$ cat config.mk
export PLATFORM = sky130hd
export DESIGN_NAME = if_id_buffer
export DESIGN_NICKNAME = d
export VERILOG_FILES = /design/src/rtl/if_id_buffer.sv
export SDC_FILE = /design/constraint.sdc
export NUM_CORES = 1
export LEC_CHECK = 0
export CAP_MARGIN = 10
export CORE_AREA = 8 8 115 138
export DETAILED_ROUTE_END_ITERATION = 8
export DIE_AREA = 0 0 123 146
export PLACE_DENSITY = 0.82
export SLEW_MARGIN = 20
export SYNTH_ARGS = -nofsm -noshare
export SYNTH_HDL_FRONTEND = slang
export SYNTH_SLANG_ARGS = --single-unit
$ cat constraint.sdc
create_clock -name CLK -period 12 [get_ports CLK]
set_input_delay 1.2 -clock CLK [delete_from_list [all_inputs] [get_ports CLK]]
set_output_delay 1.2 -clock CLK [all_outputs]
set_load 0.03 [all_outputs]
$ cat src/rtl/if_id_buffer.sv
// if_id_buffer: elastic IF/ID instruction FIFO with a NOP bubble on empty.
// Optional same-cycle bypass when IF_ID_BYPASS_EN is defined.
module if_id_buffer #(
  parameter int          DEPTH    = 2,
  parameter logic [31:0] NOP_INSN = 32'h0000_0013
) (
  input  logic                     CLK,
  input  logic                     RESET,
  input  logic                     FLUSH,
  input  logic                     IN_VALID,
  input  logic [31:0]              IN_PC,
  input  logic [31:0]              IN_INSTR,
  output logic                     IN_READY,
  output logic                     OUT_VALID,
  input  logic                     OUT_READY,
  output logic [31:0]              OUT_PC,
  output logic [31:0]              OUT_INSTR,
  output logic [24:0]              OUT_IMM_FIELD,
  output logic [$clog2(DEPTH):0]   COUNT
);

  localparam int AW = $clog2(DEPTH);
  localparam int CW = AW + 1;

  logic [31:0]   r_pc_mem  [DEPTH];
  logic [31:0]   r_ins_mem [DEPTH];
  logic [AW-1:0] r_wr_ptr;
  logic [AW-1:0] r_rd_ptr;
  logic [CW-1:0] r_count;
  logic [31:0]   r_last_pc;

  logic w_empty;
  logic w_full;
  logic w_byp;
  logic w_byp_take;
  logic w_push;
  logic w_wr;
  logic w_pop;

  assign w_empty = (r_count == '0);
  assign w_full  = (r_count == CW'(DEPTH));

`ifdef IF_ID_BYPASS_EN
  assign w_byp = IN_VALID & w_empty & ~FLUSH;
`else
  assign w_byp = 1'b0;
`endif

  assign w_byp_take = w_byp & OUT_READY;
  assign w_push     = IN_VALID & ~w_full & ~FLUSH;
  assign w_wr       = w_push & ~w_byp_take;
  assign w_pop      = ~w_empty & OUT_READY & ~FLUSH;

  assign IN_READY  = ~w_full;
  assign OUT_VALID = ~w_empty | w_byp;
  assign COUNT     = r_count;

  // Head selection: storage, bypassed fetch word, or bubble.
  always_comb begin
    OUT_PC    = r_last_pc;
    OUT_INSTR = NOP_INSN;
    if (!w_empty) begin
      OUT_PC    = r_pc_mem[r_rd_ptr];
      OUT_INSTR = r_ins_mem[r_rd_ptr];
    end else if (w_byp) begin
      OUT_PC    = IN_PC;
      OUT_INSTR = IN_INSTR;
    end
  end

  assign OUT_IMM_FIELD = OUT_INSTR[31:7];

  // Entry storage; contents need no reset.
  always_ff @(posedge CLK) begin
    if (w_wr) begin
      r_pc_mem[r_wr_ptr]  <= IN_PC;
      r_ins_mem[r_wr_ptr] <= IN_INSTR;
    end
  end

  // Pointers, occupancy and last-consumed PC.
  always_ff @(posedge CLK or negedge RESET) begin
    if (!RESET) begin
      r_wr_ptr  <= '0;
      r_rd_ptr  <= '0;
      r_count   <= '0;
      r_last_pc <= '0;
    end else if (FLUSH) begin
      r_wr_ptr <= '0;
      r_rd_ptr <= '0;
      r_count  <= '0;
    end else begin
      if (w_wr)
        r_wr_ptr <= r_wr_ptr + AW'(1);
      if (w_pop) begin
        r_rd_ptr  <= r_rd_ptr + AW'(1);
        r_last_pc <= r_pc_mem[r_rd_ptr];
      end else if (w_byp_take) begin
        r_last_pc <= IN_PC;
      end
      unique case ({w_wr, w_pop})
        2'b10:   r_count <= r_count + CW'(1);
        2'b01:   r_count <= r_count - CW'(1);
        default: r_count <= r_count;
      endcase
    end
  end

endmodule

; ---- Yosys cells after proc, flatten, opt, wreduce, memory -nomap -nowiden
; Memory sizes are Yosys's and may differ from the RTL's.
; Cells that the tools add are included.
[word_totals]
register_bits = 36
ramBits = 128
input_bits = 69
output_inout_bits = 93
elab_cells = 35
n_memories = 2
[classes]
addsub = 4
n_eq_ne = 3
muxes = 10
n_bitwise = 7
reduce_logical = 5
[mem_list]
columns = memory, words, width, read_ports, rd_clocked_by_memory_dff, write_ports, line
row1 = r_ins_mem, 2, 32, 1, 0, 1, 26  ; logic [31:0] r_ins_mem [DEPTH];
row2 = r_pc_mem, 2, 32, 1, 0, 1, 25  ; logic [31:0] r_pc_mem [DEPTH];
[ops]
columns = cell, n
row1 = $mux W32, 2
row2 = $mux W1, 6
row3 = $and A1 B1 Y1, 4
row4 = $eq A2 B2 Y1 const B, 2
row5 = $pmux W2 S2, 1
row6 = $reduce_bool A2 Y1, 2
row7 = $not A1 Y1, 3
row8 = $reduce_bool A3 Y1, 1
row9 = $add A1 B1 Y1 const B, 2
row10 = $add A2 B1 Y2 const B, 1
row11 = $eq A2 B1 Y1 const B, 1
row12 = $logic_not A2 Y1, 1
row13 = $mux W2, 1
row14 = $reduce_and A2 Y1, 1
row15 = $sub A2 B1 Y2 const B, 1

; ---- Depth between registers and ports, before layout
[logic_depth]
ltp_word = 7
mapped_depth = 5
ltp_nobuf = 4

; ---- Worst setup path before layout
; Ideal clock, no wire load.
[synth_path]
path_type = input port to flip-flop
start = input FLUSH
end = memory r_ins_mem[1][0] (enable)
setup_ns = 0.578
arrival_ns = 6.259
required_time_ns = 11.422
slack_ns = 5.163
cell_stages = 3
path_buffers = 2
path_cell_list = clkbuf_1 clkbuf_1 nor3b_1
[synth_between]
elab_chain_len = 4
[synth_rtl]
columns = element, line
row1 = start: declaration, 9  ; input logic FLUSH,
row2 = $not A1 Y1 (no line), --
row3 = $and A1 B1 Y1, 50  ; assign w_push = IN_VALID & ~w_full & ~FLUSH;
row4 = $mux W1, 75  ; if (w_wr) begin
row5 = $mux W1 (implied by the code), 77  ; r_ins_mem[r_wr_ptr] <= IN_INSTR;
row6 = end: declaration, 26
; No other way between the ends.

; ---- Worst setup path in the final report
[layout_path]
start = register r_count[1], in the netlist COUNT[1]
end = output OUT_PC[30]
[layout_between]
elab_chain_len = 2
[layout_rtl]
columns = element, line
row1 = start: declaration, 29  ; logic [CW-1:0] r_count;
row2 = start signal: assignment, 102  ; 2'b10: r_count <= r_count + CW'(1);
row3 = start signal: assignment, 103  ; 2'b01: r_count <= r_count - CW'(1);
row4 = start signal: assignment, 104  ; default: r_count <= r_count;
row5 = $logic_not A2 Y1, 40  ; assign w_empty = (r_count == '0);
row6 = $mux W32, 62  ; if (!w_empty) begin
row7 = end: declaration, 16  ; output logic [31:0] OUT_PC,
; No other way between the ends.

==> impl_summary.md <==
Synthesis
A synthesized cell averages 14.3 µm². For this run, the register share of the synthesized area comes to 0.711. After synthesis, the share of flip-flops with an asynchronous set or reset is 0.220. The Yosys step of the flow raised 0 warnings. In the synthesized netlist the dominant register cell turns out to be sky130_fd_sc_hd__edfxtp_1. In the synthesized netlist, the number of instances is 468. In the post-synthesis netlist, the cell with the most instances is sky130_fd_sc_hd__edfxtp_1. The cell area after synthesis is 0.00667 mm². After synthesis the netlist holds a flip-flop and latch count of 164. Counting every net in the synthesized netlist gives 537. Sorting the synthesized cells by area gives the leading types as sky130_fd_sc_hd__edfxtp_1 58%, sky130_fd_sc_hd__dfrtp_1 13%, sky130_fd_sc_hd__mux2i_1 9.7%. By count the netlist is led by 128 x sky130_fd_sc_hd__edfxtp_1, 65 x sky130_fd_sc_hd__mux2i_1, 63 x sky130_fd_sc_hd__nor2_1. The fraction of post-synthesis cell area in the top cell type by area is 0.576. The number of enable flip-flop cells after synthesis is 128. The cell type with the highest aggregate area in the netlist is sky130_fd_sc_hd__edfxtp_1. The number of different library cells in the post-synthesis netlist is 24.

GRT
The pin count of the biggest net entering global routing is 71. For this run the aggregate overflow at the end of global routing stands at 0. The met3 usage in global routing is 0.0757. The global-route total usage across every layer is 0.164.

For this run, global-route usage on met2 was measured as 0.282. The most crowded layer after global routing is met2. For this run, global-route usage on met1 was measured as 0.167.

The number of global-route vias before repair is 4545. The number of antenna violations at the first check in global routing is 0. The first global-routing pass estimated 22.4 mm of wire.

Clocking
CTS saw 164 sinks. TritonCTS built the clock tree. The root buffer selected by CTS is sky130_fd_sc_hd__clkbuf_16.

The clock passes through at most 2 buffers. After clock tree synthesis, the setup repair step added 0 buffers. The post-CTS clock slew at the launch and capture registers of the worst setup and hold paths is 0.06 ns. The clock insertion delay at the later pin of the skew report is 0.41 ns. The number of gates resized after CTS is 0.

Buffers inserted during clock tree synthesis total 17. The H-tree generated during clock tree synthesis spans 4 levels. The number of hold buffers added after CTS was 0.

Floorplan
The die is 146 µm tall. The initial utilization of the core area, before any placement, comes to 0.489. The number of rows created at floorplan is 47. The die is 123 µm wide.

The floorplan core area is 0.0136 mm². The number of top-level pins is 162. The die area is 0.0180 mm².

Critical path
The end of the worst register-to-register path is r_ins_mem[1][13]. The setup path with the least slack is of type reg -> out. The kind of launch point of the worst setup path is a flip-flop. The startpoint identified for the worst register-to-register timing path is COUNT[1]. The delay contributed by the slowest stage of the critical path is 0.75 ns. The master of the slowest instance on the critical path is sky130_fd_sc_hd__clkinv_2. The data required time of the worst path is 10.80 ns.

In this run the worst path has a maximum fanout of 68. At the worst endpoint, the arrival time is 3.39 ns. The capturing element type of the critical path is an output port. The worst register-to-register path has a setup slack of 9.91 ns. Measured in cells, the most critical reg-to-reg path has a length of 5.

Walking the worst path, the cells encountered are nor2_2, buf_4, clkinv_2, a21oi_1, clkdlybuf4s50_1.

Status
The flow ran to the end, and the final reports show no timing, DRC or antenna violations.

Final layout
The sequential cell area is 0.00475 mm². The filler-free cell count of the finished design is 783. The layout has 981 filler cells. The area growth from synthesis to layout is 31.8%. The multi-input combinational cells in the finished layout cover a total of 0.00159 mm². In the final layout, the share of cells above drive strength 1 is 0.0753.

At the end of the flow, the number of nets in the layout was 667.

Drt
The first TritonRoute pass finished after 7 iterations. The total wire length after detailed routing is 14.7 mm. In this run, the number of DRC markers left after iteration 0 of detailed routing was 236. For this run, design rule violations remaining after detail routing come to 0.

Dividing the detail-routed wire length by the instance count gives 18.7 µm. The routed layout has 4175 vias. The number of vias per cell is 5.33. The remaining number of nets flagged by the antenna check after routing is 0.

Power and ir drop
The analysis attributes to cell leakage a power of 3.02 nW. Power spread over the standard cell area amounts to 173 mW/mm². Of the total power, the share spent switching nets is 0.282.

The share of total power dissipated in sequential elements is 0.452. The analysis attributes to net switching a power of 0.427 mW. The internal power component is 1.09 mW. Of the total power, combinational logic draws 0.219. The relative contribution of the clock network to total power is 0.329.

VDD sags by at most 98.4 µV.

STA
The final sum of negative setup slack is 0 ns. The actual transition at the worst max-transition pin is 0.898 ns. For the finished layout, the period the worst path requires is 4.59 ns. Headroom to the max-slew limit came out at 0.401. In the finished design, the share of the clock period the worst path needs comes to 0.382.

Setup repair after global routing left no endpoint under its margin. Setup violations remaining at the end of the flow were counted as 0. The highest achievable clock rate is 218 MHz. The count of endpoints failing hold in the final timing report is 0. The final max-slew violation count was 0. The clock skew after layout is 0.00630 ns.

Run
The tool flagged a number of max-cap violations equal to 0.

Min path
The hold path depth is 2. The hold path startpoint is r_last_pc[2]. For hold timing, the worst endpoint is r_last_pc[2]. The type of the tightest min-delay check is reg -> reg.

Place
The congestion estimate from routability-driven global placement came to 0.737. The number of placed instances, taps included, is 749. Summed over all nets, the half-perimeter wirelength after detailed placement is 9.59 mm. The number of port buffers is 161.
[power groups by stage]
stage	clock network, mW	logic (mW)	registers [mW]
after global routing	0.537	0.355	0.690
after detailed placement	0	0.328	0.704
after global placement	0	0.320	0.701
final	0.500	0.332	0.686
after CTS	0.515	0.329	0.693
after floorplan	0	0.210	0.689
[metrics by stage]
step / power [mW] / area, µm² / setup WS, ns / util / hold WS, ns
after global routing: 1.58 / 8790 / 7.20 / 0.644 / 0.524
after global placement: 1.02 / 8210 / 8.19 / 0.602 / 0.473
final: 1.52 / 8790 / 7.41 / 0.645 / 0.489
after CTS: 1.54 / 8760 / 7.62 / 0.642 / 0.494
after detailed placement: 1.03 / 8210 / 8.09 / 0.602 / 0.480
after floorplan: 0.899 / 6670 / 5.16 / - / 0.460
[flip-flops by register name, indices dropped and copies added (netlist names)]
register   cells
r_pc_mem      64
r_rd_ptr       1
COUNT          2
r_ins_mem     64
r_wr_ptr       1
r_last_pc     32
[area by class of cell]
type,count,share of cell area
antenna,1,0.000285
clock inverter,12,0.0122
inverter,3,0.00142
tap,171,0.0243
multi-input combinational,244,0.180
sequential,164,0.540
timing repair buffer,168,0.191
clock buffer,20,0.0508
[placed cells by master, fill, tap and decap left out]
master / n
sky130_fd_sc_hd__o21ai_1: 5
sky130_fd_sc_hd__nand3b_1: 1
sky130_fd_sc_hd__or3_1: 1
sky130_fd_sc_hd__buf_4: 7
sky130_fd_sc_hd__nor2b_1: 1
sky130_fd_sc_hd__diode_2: 1
sky130_fd_sc_hd__nand2_1: 4
sky130_fd_sc_hd__inv_6: 2
sky130_fd_sc_hd__nor2_1: 62
sky130_fd_sc_hd__a21o_1: 1
sky130_fd_sc_hd__nor3b_2: 1
sky130_fd_sc_hd__nor3_2: 1
sky130_fd_sc_hd__o31ai_1: 32
sky130_fd_sc_hd__bufinv_16: 1
sky130_fd_sc_hd__or2_2: 1
sky130_fd_sc_hd__o211ai_1: 1
sky130_fd_sc_hd__clkinv_2: 5
sky130_fd_sc_hd__buf_2: 1
sky130_fd_sc_hd__nor2_2: 1
sky130_fd_sc_hd__clkdlybuf4s50_1: 159
sky130_fd_sc_hd__dfrtp_1: 35
sky130_fd_sc_hd__clkinvlp_4: 3
sky130_fd_sc_hd__o21ai_4: 1
sky130_fd_sc_hd__mux2i_1: 65
sky130_fd_sc_hd__dfrtp_4: 1
sky130_fd_sc_hd__xor2_1: 1
sky130_fd_sc_hd__clkinv_4: 2
sky130_fd_sc_hd__clkbuf_8: 1
sky130_fd_sc_hd__buf_16: 1
sky130_fd_sc_hd__edfxtp_1: 128
sky130_fd_sc_hd__clkbuf_1: 2
sky130_fd_sc_hd__a21oi_1: 36
sky130_fd_sc_hd__clkbuf_16: 17
sky130_fd_sc_hd__inv_1: 2
sky130_fd_sc_hd__nor3b_1: 1
sky130_fd_sc_hd__o21ai_0: 28
[critical path, delay by kind of cell, from the launching register on]
family | cells | cell delay (ns)
buffers and inverters | 3 | 1.82
flip-flops | 1 | 0.49
AND/OR/NAND/NOR | 1 | 0.14
AO/OA/AOI/OAI | 1 | 0.51
[how the worst max path moves through the flow]
| stage | start | end | slack (ns) | depth (start not counted) |
|---|---|---|---|---|
| finish | COUNT[1] | OUT_PC[30] | 7.41 | 5 |
| global route | COUNT[1] | OUT_PC[30] | 7.20 | 5 |
| detailed placement | COUNT[1] | OUT_PC[30] | 8.09 | 6 |
| CTS | COUNT[1] | OUT_PC[4] | 7.62 | 6 |
| global placement | COUNT[1] | OUT_PC[30] | 8.19 | 6 |
| floorplan | FLUSH | r_ins_mem[1][0] | 5.16 | 3 |
[routing by layer]
layer / vias to the layer above / part of all wire
li1: 1982 / -
met1: 2020 / 0.37
met2: 150 / 0.52
met3: 23 / 0.090
met4: 0 / 0.017
met5: - / 0
[kinds of logic (layout without fill, tap and decap cells)]
kind of cell / after synthesis / after routing / synth area share
compound gates: 104 / 104 / 0.0907
other cells: 0 / 1 / 0
mux: 65 / 65 / 0.0975
simple gates: 74 / 74 / 0.0446
buf+inv: 60 / 203 / 0.0549
flops: 164 / 164 / 0.711
xor+xnor: 1 / 1 / 0.00131
Power figures use the tool's default switching activity.
